### src/rtl/register_array_sequencer.sv
module register_array_sequencer #(
  parameter int unsigned num_qubit  = 4,
  parameter int unsigned max_vector = 2**num_qubit
) (
  input  logic                     clk,
  input  logic                     rst,
  input  logic                     cmd_valid,
  output logic                     cmd_ready,
  input  logic [1:0]               cmd_op,
  input  logic [31:0]              cmd_count,
  input  logic                     row_valid,
  output logic                     row_ready,
  input  logic [2*num_qubit-1:0]   row_literals,
  input  logic [max_vector-1:0]    row_phase,
  output logic                     ld_reg,
  output logic [1:0]               shift_rotate_array,
  output logic [2*num_qubit-1:0]   literals_in,
  output logic [max_vector-1:0]    phase_in,
  output logic                     busy,
  output logic                     done,
  output logic                     cmd_err,
  output logic [31:0]              steps_done
);

  localparam int unsigned RW = $clog2(num_qubit + 1);

  typedef enum logic [2:0] {
    S_IDLE,
    S_LOAD,
    S_ROTR,
    S_ROTC,
    S_DONE
  } state_t;

  state_t          state_q, state_d;
  logic [RW-1:0]   remaining_q, remaining_d;
  logic [31:0]     steps_q, steps_d;
  logic            err_q, err_d;
  logic [RW-1:0]   eff;

  always_ff @(posedge clk) begin
    if (rst) begin
      state_q     <= S_IDLE;
      remaining_q <= '0;
      steps_q     <= '0;
      err_q       <= 1'b0;
    end else begin
      state_q     <= state_d;
      remaining_q <= remaining_d;
      steps_q     <= steps_d;
      err_q       <= err_d;
    end
  end

  always_comb begin
    state_d            = state_q;
    remaining_d        = remaining_q;
    steps_d            = steps_q;
    err_d              = err_q;
    cmd_ready          = 1'b0;
    row_ready          = 1'b0;
    busy               = 1'b0;
    ld_reg             = 1'b0;
    shift_rotate_array = 2'd0;
    literals_in        = '0;
    phase_in           = '0;
    // A full rotation is the identity, so only the residue needs stepping.
    eff                = RW'(cmd_count % num_qubit);

    case (state_q)
      S_IDLE: begin
        cmd_ready = 1'b1;
        if (cmd_valid) begin
          steps_d = '0;
          err_d   = 1'b0;
          case (cmd_op)
            2'd0: begin
              remaining_d = RW'(num_qubit);
              state_d     = S_LOAD;
            end
            2'd1, 2'd2: begin
              if (eff == '0) begin
                state_d = S_DONE;
              end else begin
                remaining_d = eff;
                state_d     = (cmd_op == 2'd1) ? S_ROTR : S_ROTC;
              end
            end
            default: begin
              err_d   = 1'b1;
              state_d = S_DONE;
            end
          endcase
        end
      end

      S_LOAD: begin
        busy        = 1'b1;
        row_ready   = 1'b1;
        ld_reg      = row_valid;
        literals_in = row_literals;
        phase_in    = row_phase;
        if (row_valid) begin
          remaining_d = remaining_q - RW'(1);
          steps_d     = steps_q + 32'd1;
          if (remaining_q == RW'(1)) state_d = S_DONE;
        end
      end

      S_ROTR, S_ROTC: begin
        busy               = 1'b1;
        ld_reg             = 1'b1;
        shift_rotate_array = (state_q == S_ROTR) ? 2'd1 : 2'd2;
        remaining_d        = remaining_q - RW'(1);
        steps_d            = steps_q + 32'd1;
        if (remaining_q == RW'(1)) state_d = S_DONE;
      end

      S_DONE: begin
        state_d = S_IDLE;
      end

      default: begin
        state_d = S_IDLE;
      end
    endcase
  end

  assign done       = (state_q == S_DONE);
  assign cmd_err    = (state_q == S_DONE) && err_q;
  assign steps_done = steps_q;

endmodule

### config.mk
export PLATFORM = sky130hd
export DESIGN_NAME = register_array_sequencer
export DESIGN_NICKNAME = d
export VERILOG_FILES = /design/src/rtl/register_array_sequencer.sv
export SDC_FILE = /design/constraint.sdc
export NUM_CORES = 1
export LEC_CHECK = 0
export BUFFER_PORTS_ARGS = -buffer_cell sky130_fd_sc_hd__buf_2
export CORE_MARGIN = 2
export CORE_UTILIZATION = 34
export CTS_CLUSTER_DIAMETER = 50
export DETAILED_ROUTE_END_ITERATION = 8
export HOLD_SLACK_MARGIN = 0.02
export PLACE_DENSITY_LB_ADDON = 0.2
export SLEW_MARGIN = 20
export SYNTH_ARGS = -nofsm -noshare
export SYNTH_HDL_FRONTEND = slang
export SYNTH_SLANG_ARGS = --single-unit
### constraint.sdc
create_clock -name clk -period 2.15 [get_ports clk]
set_input_delay 0.1075 -clock clk [delete_from_list [all_inputs] [get_ports clk]]
set_output_delay 0.1075 -clock clk [all_outputs]
set_load 0.005 [all_outputs]
==> results of run 1 <==
## per-layer routing
| layer | vias up | part of all wire (%) | GRT usage [%] |
|---|---|---|---|
| met1 | 1051 | 44 | 20.2 |
| met2 | 90 | 47 | 27.1 |
| met4 | 0 | 1.0 | 4.76 |
| met3 | 5 | 7.7 | 4.57 |
| met5 | - | 0 | 0 |
| li1 | 1191 | - | - |
## worst register-to-register path, stage by stage, from the launching register on
cell and delay (ns):
dfxtp_1 0.55, a21oi_2 0.16, a211o_1 0.48, nor4_1 0.42, xnor2_1 0.16, nor2_1 0.06
## layout make-up
cell class                      count  share of cell area, %
Tap cell                           77                   3.25
Multi-Input combinational cell    218                   46.4
Timing Repair Buffer              107                   19.1
Inverter                           12                   1.52
Sequential cell                    39                   26.4
Clock buffer                        8                   3.38
## sequential cells by signal (all words and copies together) (netlist names)
name	cells
state_q	3
steps_done	32
err_q	1
remaining_q	3
## stage by stage
stage | util [%] | hold slack [ns] | power, uW | cells
3_5_place_dp | 44.8 | 0.442 | 1140 | 453
2_1_floorplan | - | 0.254 | 984 | 282
6_report | 46.4 | 0.137 | 1660 | 461
5_1_grt | 46.4 | 0.162 | 1770 | 461
4_1_cts | 46.4 | 0.131 | 1690 | 461
3_3_place_gp | 44.8 | 0.439 | 1140 | 453
## cell families after synthesis
| logic type | Yosys count | share of synthesized area [%] |
|---|---|---|
| simple gates | 148 | 36.8 |
| buf+inv | 25 | 4.82 |
| fa+ha+maj | 6 | 3.33 |
| compound gates | 42 | 12.0 |
| xor+xnor | 22 | 8.54 |
| flops | 39 | 34.6 |
## cells in the final DEF (no fill, tap or decap), drive strengths merged, types with 2 or more instances in the layout
cell type and instances:
a211o 3, a21oi 15, and2 26, and3 5, and4 6, buf 107
clkbuf 8, dfxtp 39, ha 6, inv 12, nand2 16, nand2b 2
nand3 14, nand4 9, nor2 33, nor2b 2, nor3 11, nor3b 2
nor4 9, o211ai 2, o21ai 10, o31ai 2, or3 8, xnor2 16
xor2 6
## worst max path at each step
stage | from | endpoint | slack [ns] | depth (start not counted)
after global routing | state_q[0] | steps_done[26] | 0.04 | 5
after global placement | state_q[0] | steps_done[30] | 0.29 | 5
after detailed placement | state_q[0] | steps_done[26] | 0.22 | 5
final | state_q[0] | steps_done[26] | 0.21 | 5
after CTS | state_q[0] | steps_done[26] | 0.19 | 5
after floorplan | steps_done[0] | steps_done[20] | 0.46 | 6
## power breakdown
part	leakage [uW]	switching, uW	internal (uW)	total [uW]
Sequential	0.000315	17.7	742	759
Clock	0.0000515	249	293	542
Combinational	0.000930	200	155	355
Total	0.00130	467	1190	1660
==> qor.yml, run 1 <==
coreArea_mm2: 0.00639
cts_buffers: 5
drv_slew: 0
path_delay_family: "compound AO/OA/AOI/OAI gates"
seq_area_frac_synth_pct: 34.6
synth_edf_count: 0
peakVddDrop_mv: 0.312
grt_pass1_wl_um: 9580
outcome: "finished, final reports clean"
root_buffer: "clkbuf_8"
cts_tree: "done"
drt-initial-drc-count: 58
vias: 2337
syn-num-nets: 350
diodes: 0
cap_violations: 0
fin_area_mm2: 0.00296
synth_area_mm2: 0.00226
overflow: 0
wire_per_inst_um: 12.9
row_count: 29
cp_cell_sequence: "a21oi_2 -> a211o_1 -> nor4_1 -> xnor2_1 -> nor2_1"
area_growth_pct: 31.2
finalCritPeriodShare_pct: 90.1
synthFlopType: "dfxtp_1"
ys_warn_count: 0
slowest_stage: "dfxtp_1"
cts.repair.resized: 0
cellPowerDensity_mw_per_mm2: 560
antenna_left: 0
hold_violations: 0
dp_hpwl_um: 4580
worstHoldStart: "cmd_valid"
ys_seq_elements: 39
postSynthCellCount: 282
multi_input_area_mm2: 0.00137
ys_top_cells_by_count: "dfxtp_1 (39), nor2_1 (33), and2_1 (26), nand2_1 (16), xnor2_1 (16)"
dieArea_mm2: 0.00731
die_h_um: 85.5
fin_nets: 451
ff_latch_area_um2: 781
crit_fanout: 15
io_pins: 126
post-cts-setup-buffers: 0
place_area_mm2: 0.00286
arrival_ns: 2.11
r2r_end: "steps_done[26]"
p_leak_uw: 0.00130
timing.rr.start: "state_q[0]"
syn_avg_cell_area_um2: 8.00
max_slew.worst_pin.slew_ns: 0.567
setup_tns_ns: 0
drc_errors: 0
worst_ep_required_time_ns: 2.32
clk_path_buf_depth: 2
first_pass_iters: 4
postCtsHoldBufs: 0
fmax_mhz: 516
routed_via_density: 5.07
fin_skew_ns: 0.00384
layout_setup_ws_ns: 0.213
synth_top_cell_by_area: "dfxtp_1"
grt_pass1_vias: 2099
htree_levels: 2
reg2reg_slack_ns: 0.21
setup_viol: 0
drive_gt1_share_pct: 32.3
maxSlewHeadroom_pct: 61.8
start_kind: "flip-flop"
hp-class: "in2reg"
max_stage_delay_ns: 0.55
synth_area_leaders: "dfxtp_1 (35%), and2_1 (7.2%), xnor2_1 (6.2%)"
start_util_pct: 35.3
gp_congestion: 0.811
clkSinkCount: 39
preCtsSetupSlack_ns: 0.218
globalRouteTotalUtil_pct: 16.2
path_buf_inv: 0
n_fill_cell: 672
grt_max_degree: 28
critPathKind: "reg2reg"
yosysMostFrequentCell: "dfxtp_1"
rsz0062_at_grt: "no"
path_clk_slew_ns: 0.07
io_buffers: 95
insertion_delay_ns: 0.29
routed_wl_um: 5950
min_delay_worst_endpoint: "err_q"
synthArstFlopShare_pct: 0
ff2ff_path_depth: 5
ys_types: 47
crit_path_end_kind: "flip-flop"
period_minus_slack_ns: 1.94
die_w_um: 85.5
antenna_found_initial: 0
hold_path_depth: 3
synth_top_cell_area_share_pct: 34.6
Note: power is estimated with default switching activity, not from simulation.
==> run 2: changes to the inputs <==
--- a/config.mk
+++ b/config.mk
@@ -5,9 +5,12 @@
 export SDC_FILE = /design/constraint.sdc
 export NUM_CORES = 1
 export LEC_CHECK = 0
+export ABC_AREA = 1
 export BUFFER_PORTS_ARGS = -buffer_cell sky130_fd_sc_hd__buf_2
+export CELL_PAD_IN_SITES_DETAIL_PLACEMENT = 1
+export CELL_PAD_IN_SITES_GLOBAL_PLACEMENT = 1
 export CORE_MARGIN = 2
-export CORE_UTILIZATION = 34
+export CORE_UTILIZATION = 30
 export CTS_CLUSTER_DIAMETER = 50
 export DETAILED_ROUTE_END_ITERATION = 8
 export HOLD_SLACK_MARGIN = 0.02
==> run 2 against run 1 <==
Effect of this change: hold slack worse by 0.065 ns; synthesized area grew 15%; maximum frequency up 8.5%; die area rose by 29%; critical endpoint is now literals_in[7].
==> qor.yml, run 2 <==
io_buffers: 95  # unchanged
drt-initial-drc-count: 52  # -10%
routed_wl_um: 8160  # +37%
ys_seq_elements: 39  # unchanged
finalCritPeriodShare_pct: 83.1  # -7.0 points
max_stage_delay_ns: 0.49  # -0.06 ns
top_layer_used: "met4"
clkSinkCount: 39  # unchanged
synth-compound-area-share_pct: 11.3  # -0.64 points
setup_viol: 0  # unchanged
grt_max_degree: 25  # -11%
slowest_stage: "inv_1"
final_cell_mix: "buf_2 (95), nor2_1 (87), nand2_1 (87)"
synthArstFlopShare_pct: 0  # unchanged
coreArea_mm2: 0.00830  # +30%
syn_avg_cell_area_um2: 6.16  # -23%
arrival_ns: 1.68  # -0.43 ns
peakVddDrop_mv: 0.362  # +16%
area_growth_pct: 25.4
die_h_um: 97.2  # +14%
synthFlopType: "dfxtp_1"
globalRouteTotalUtil_pct: 17.1  # +0.92 points
gp_congestion: 0.801  # -1.3%
ys_types: 35  # -26%
ff2ff_path_depth: 10  # +5
hold_violations: 0  # unchanged
crit_cells: 6  # +1
vias: 2881  # +23%
wl_met3_um: 375  # -18%
synthSimpleGateAreaFrac_pct: 42.0  # +5.3 points
postSynthCellCount: 423  # +50%
synth_edf_count: 0  # unchanged
io_pins: 126  # unchanged
cap_violations: 0  # unchanged
finalPower_uw: 2450  # +48%
seq_area_frac_synth_pct: 30.0  # -4.6 points
synth_top_cell_area_share_pct: 30.0  # -4.6 points
cts.repair.resized: 0  # unchanged
start_util_pct: 31.4  # -4.0 points
cts_buffers: 5  # unchanged
post-cts-setup-buffers: 0  # unchanged
grt_pass1_wl_um: 13500  # +41%
drt-met1-wl_um: 3890  # +49%
outcome: "finished, final reports clean"
routed_via_density: 4.61  # -9.1%
cellPowerDensity_mw_per_mm2: 749  # +34%
syn-num-nets: 491  # +40%
hold_path_depth: 2  # -1
synth_area_mm2: 0.00260  # +15%
critPathKind: "reg2out"
synthAdderAreaFrac_pct: 2.88  # -0.44 points
layout_commonest_cell: "buf_2"
synth_top_cell_by_area: "dfxtp_1"
worst_ep_required_time_ns: 2.04  # -0.28 ns
diodes: 0  # unchanged
insertion_delay_ns: 0.29  # about the same
fin_skew_ns: 0.00384  # -0.000000250 ns
dp_hpwl_um: 6570  # +43%
path_buf_inv: 3  # +3
p_leak_uw: 0.00161  # +24%
die_w_um: 97.2  # +14%
rsz0062_at_grt: "no"
ys_warn_count: 0  # unchanged
synth-xor-area-share_pct: 0.672  # -7.9 points
antenna_left: 0  # unchanged
maxSlewHeadroom_pct: 56.4  # -5.4 points
largest_reg_flops: 32  # unchanged
htree_levels: 2  # unchanged
antenna_found_initial: 0  # unchanged
synth_top_family_by_area: "simple AND/OR/NAND/NOR gates"
root_buffer: "clkbuf_8"
start_kind: "flip-flop"
hp-class: "in2reg"
cts_tree: "done"
drv_slew: 0  # unchanged
crit_fanout: 24  # +9
path_delay_family: "buffers and inverters"
dieArea_mm2: 0.00944  # +29%
clk_path_buf_depth: 2  # unchanged
postCtsHoldBufs: 0  # unchanged
cp_cell_sequence: "inv_2 -> nand2_2 -> nor2_2 -> inv_1 -> nor2_1 -> buf_2"
path_clk_slew_ns: 0.08  # about the same
reg2reg_slack_ns: 0.43  # +0.22 ns
preCtsSetupSlack_ns: 0.443  # +0.225 ns
period_minus_slack_ns: 1.79  # -0.151 ns
setup_tns_ns: 0  # unchanged
met2_length_um: 3840  # +36%
overflow: 0  # unchanged
wire_per_inst_um: 13.0  # +1.1%
fin_area_mm2: 0.00327  # +10%
fin_nets: 587  # +30%
fmax_mhz: 560  # +8.5%
grt_pass1_vias: 2846  # +36%
synth_area_leaders: "dfxtp_1 (30%), nand2_1 (13%), nor2_1 (13%)"
drive_gt1_share_pct: 26.3  # -5.9 points
drc_errors: 0  # unchanged
ys_top_cells_by_count: "nand2_1 (87), nor2_1 (87), inv_1 (69), dfxtp_1 (39), nand3_1 (27)"
max_slew.worst_pin.slew_ns: 0.653  # +0.0861 ns
crit_path_end_kind: "output port"
muxShareOfSynthArea_pct: 0  # unchanged
row_count: 33  # +14%
first_pass_iters: 4  # unchanged
layout_setup_ws_ns: 0.364  # +0.151 ns
place_area_mm2: 0.00317  # +11%
run 2: changes by cell type in the layout (fill, tap and decap cells not counted), sizes merged, moves of 9 or more:
cell   previous run  this run
and2             26         1
buf             107        97
inv              12        75
nand2            16        94
nand3            14        29
nor2             33       101
nor4              9         0
o21ai            10        20
xnor2            16         0
run 2: final cells by class:
cell class | count | area, um^2
fillers | 1161 | 5030
multi-input cells | 301 | 1480
repair buffers | 97 | 490
clock buffers | 8 | 100
well taps | 105 | 131
inverters | 75 | 282
flip-flops and latches | 39 | 781
run 2: metrics by stage:
step,cells,hold slack [ns],util [%]
after global placement,617,0.377,38.2
after CTS,625,0.0663,39.4
after floorplan,423,0.223,-
after detailed placement,617,0.383,38.2
after global routing,625,0.0803,39.4
final,625,0.0723,39.4
run 2: worst reg2reg max path: stages (launching register included):
cell and delay [ns]:
dfxtp_1 0.40, ha_1 0.19, inv_1 0.08, nor2_1 0.20
nand3_1 0.16, nor2_1 0.24, nand2_2 0.10, nor2_1 0.10
nand2_1 0.05, nand2_1 0.06, nor2_1 0.05
run 2: worst paths after layout:
kind / start / endpoint
max: state_q[1] / literals_in[7]
min: cmd_valid / err_q
max reg2reg: steps_done[0] / steps_done[24]
min reg2reg: remaining_q[2] / remaining_q[2]
run 2: logic make-up after synthesis:
| kind of cell | count (synthesis) |
|---|---|
| adders and majority gates | 6 |
| and+or+nand+nor | 243 |
| DFF | 39 |
| buffers and inverters | 83 |
| AOI/OAI and AO/OA | 50 |
| xor gates and xnor gates | 2 |
run 2: power breakdown:
group	leakage, uW	internal, uW	switching (uW)	total, uW
logic	0.00124	330	697	1030
registers	0.000315	787	65.8	853
clock network	0.0000515	293	273	567
run 2: metal layers:
metal / GRT usage, % / vias up
li1: - / 1502
met3: 3.02 / 5
met2: 29.4 / 67
met5: 0 / -
met1: 22.5 / 1307
met4: 3.25 / 0
==> run 3: changes to the inputs <==
==> constraint.sdc (replaced) <==
create_clock -name clk -period 1.7 [get_ports clk]
set_input_delay 0.085 -clock clk [delete_from_list [all_inputs] [get_ports clk]]
set_output_delay 0.085 -clock clk [all_outputs]
set_load 0.005 [all_outputs]
==> run 3 against run 2 <==
Effect of this change: global-route usage rose by 1.2 points; sequential cell count did not move; clock power rose by 13%; sequential power rose by 27%; via count rose by 4.1%; critical endpoint is now ld_reg; largest cell class unchanged.
==> qor.yml, run 3 (synthesis gave the netlist of run 2 again) <==
outcome: "finished, final reports clean"
root_buffer: "clkbuf_8"
fmax_mhz: 619
worst_ep_required_time_ns: 1.62  # -0.42 ns
diodes: 0  # unchanged
cts_tree: "done"
htree_levels: 2  # unchanged
postCtsHoldBufs: 0  # unchanged
cellPowerDensity_mw_per_mm2: 931  # +24%
peakVddDrop_mv: 0.404  # +11%
drc_errors: 0  # unchanged
layout_commonest_cell: "buf_2"
maxSlewHeadroom_pct: 79.8  # +23 points
io_pins: 126  # unchanged
fin_skew_ns: 0.00698  # +0.00314 ns
vias: 3000  # +4.1%
coreArea_mm2: 0.00830  # unchanged
grt_max_degree: 22  # -12%
globalRouteTotalUtil_pct: 18.3  # +1.2 points
finalPower_uw: 3260  # +33%
die_h_um: 97.2  # unchanged
fin_cells: 641  # +2.6%
hold_violations: 0  # unchanged
path_clk_slew_ns: 0.08  # about the same
dp.cells: 627  # +1.6%
crit_fanout: 7  # -71%
p_leak_uw: 0.00168  # +4.9%
start_kind: "flip-flop"
area_growth_pct: 34.2
setup_viol: 0  # unchanged
hp-class: "in2reg"
finalCritPeriodShare_pct: 95.1
final_core_util_pct: 42.1  # +2.8 points
drt-initial-drc-count: 65  # +25%
gp_congestion: 0.818  # +2.1%
drive_gt1_share_pct: 33.4  # +7.0 points
routed_via_density: 4.68  # +1.5%
antenna_found_initial: 0  # unchanged
start_util_pct: 31.4  # unchanged
insertion_delay_ns: 0.30  # about the same
antenna_left: 0  # unchanged
dp_hpwl_um: 6770  # +3.0%
max_slew.worst_pin.slew_ns: 0.300  # -0.353 ns
wire_per_inst_um: 13.2  # +1.2%
period_minus_slack_ns: 1.62
grt_pass1_wl_um: 14500  # +7.0%
crit_path_end_kind: "output port"
final_cell_mix: "buf_2 (95), nand2_1 (87), nor2_1 (72)"
drv_slew: 0  # unchanged
first_pass_iters: 4  # unchanged
clkSinkCount: 39  # unchanged
largest_reg_flops: 32  # unchanged
row_count: 33  # unchanged
fin_nets: 603  # +2.7%
clk_path_buf_depth: 2  # unchanged
io_buffers: 95  # unchanged
critPathKind: "reg2out"
die_w_um: 97.2  # unchanged
arrival_ns: 1.53  # -0.15 ns
cts_buffers: 5  # unchanged
grt_pass1_vias: 2974  # +4.5%
overflow: 0  # unchanged
cap_violations: 0  # unchanged
routed_wl_um: 8460  # +3.8%
dieArea_mm2: 0.00944  # unchanged
-- run 3: changes by cell type in the layout (fill, tap and decap cells not counted), sizes merged --
cell and change:
clkbuf -1, clkinvlp +2, clkinv +1, buf +15, inv -1
-- run 3: final timing paths --
kind                 start              to  slack [ns]  depth (start not counted)
min              cmd_valid           err_q        0.04                          2
max             state_q[2]          ld_reg        0.08                          5
max reg2reg  steps_done[7]  steps_done[22]        0.15                          9
min reg2reg  steps_done[0]   steps_done[0]        0.46                          1
-- run 3: worst max-delay path: stages (launching register included) --
cell     delay [ns]
dfxtp_1        0.32
buf_4          0.15
nor2_2         0.23
inv_2          0.13
a21oi_4        0.24
buf_2          0.16
-- run 3: final cells by class --
| cell class | count | area (um^2) |
|---|---|---|
| clock inverters | 1 | 5.00 |
| flip-flops and latches | 39 | 796 |
| repair buffers | 112 | 639 |
| fillers | 1147 | 4800 |
| multi-input cells | 301 | 1550 |
| inverters | 75 | 288 |
| repair inverters | 1 | 7.51 |
| clock buffers | 7 | 76.3 |
| well taps | 105 | 131 |
-- run 3: power breakdown --
group          internal (uW)  total [uW]  switching (uW)
logic                    585        1540             954
registers               1010        1080            72.9
clock network            289         639             350
-- run 3: routing by layer --
metal | track usage, % | vias up | routed length, um
li1 | - | 1540 | -
met1 | 23.8 | 1378 | 3900
met2 | 31.2 | 72 | 4040
met3 | 4.03 | 10 | 434
met4 | 3.68 | 0 | 95
met5 | 0 | - | 0
-- run 3: what timing repair did --
item                                    in CTS  in global routing
endpoints found under the setup margin      26                 41
gates resized for setup                      6                 32
gates cloned                                 1                  0
buffers inserted                             3                  2
pin swaps                                    0                  1
-- run 3: through the flow --
stage / hold WS [ns] / instance area [um^2] / TNS [ns] / setup slack [ns]
2_1_floorplan: 0.201 / 2610 / 0 / 0.251
3_3_place_gp: 0.352 / 3270 / 0 / 0.0954
3_5_place_dp: 0.356 / 3270 / -0.00274 / -0.00274
4_1_cts: 0.0379 / 3390 / 0 / 0.00954
5_1_grt: 0.0453 / 3500 / -0.000557 / -0.000557
6_report: 0.0391 / 3500 / 0 / 0.0841
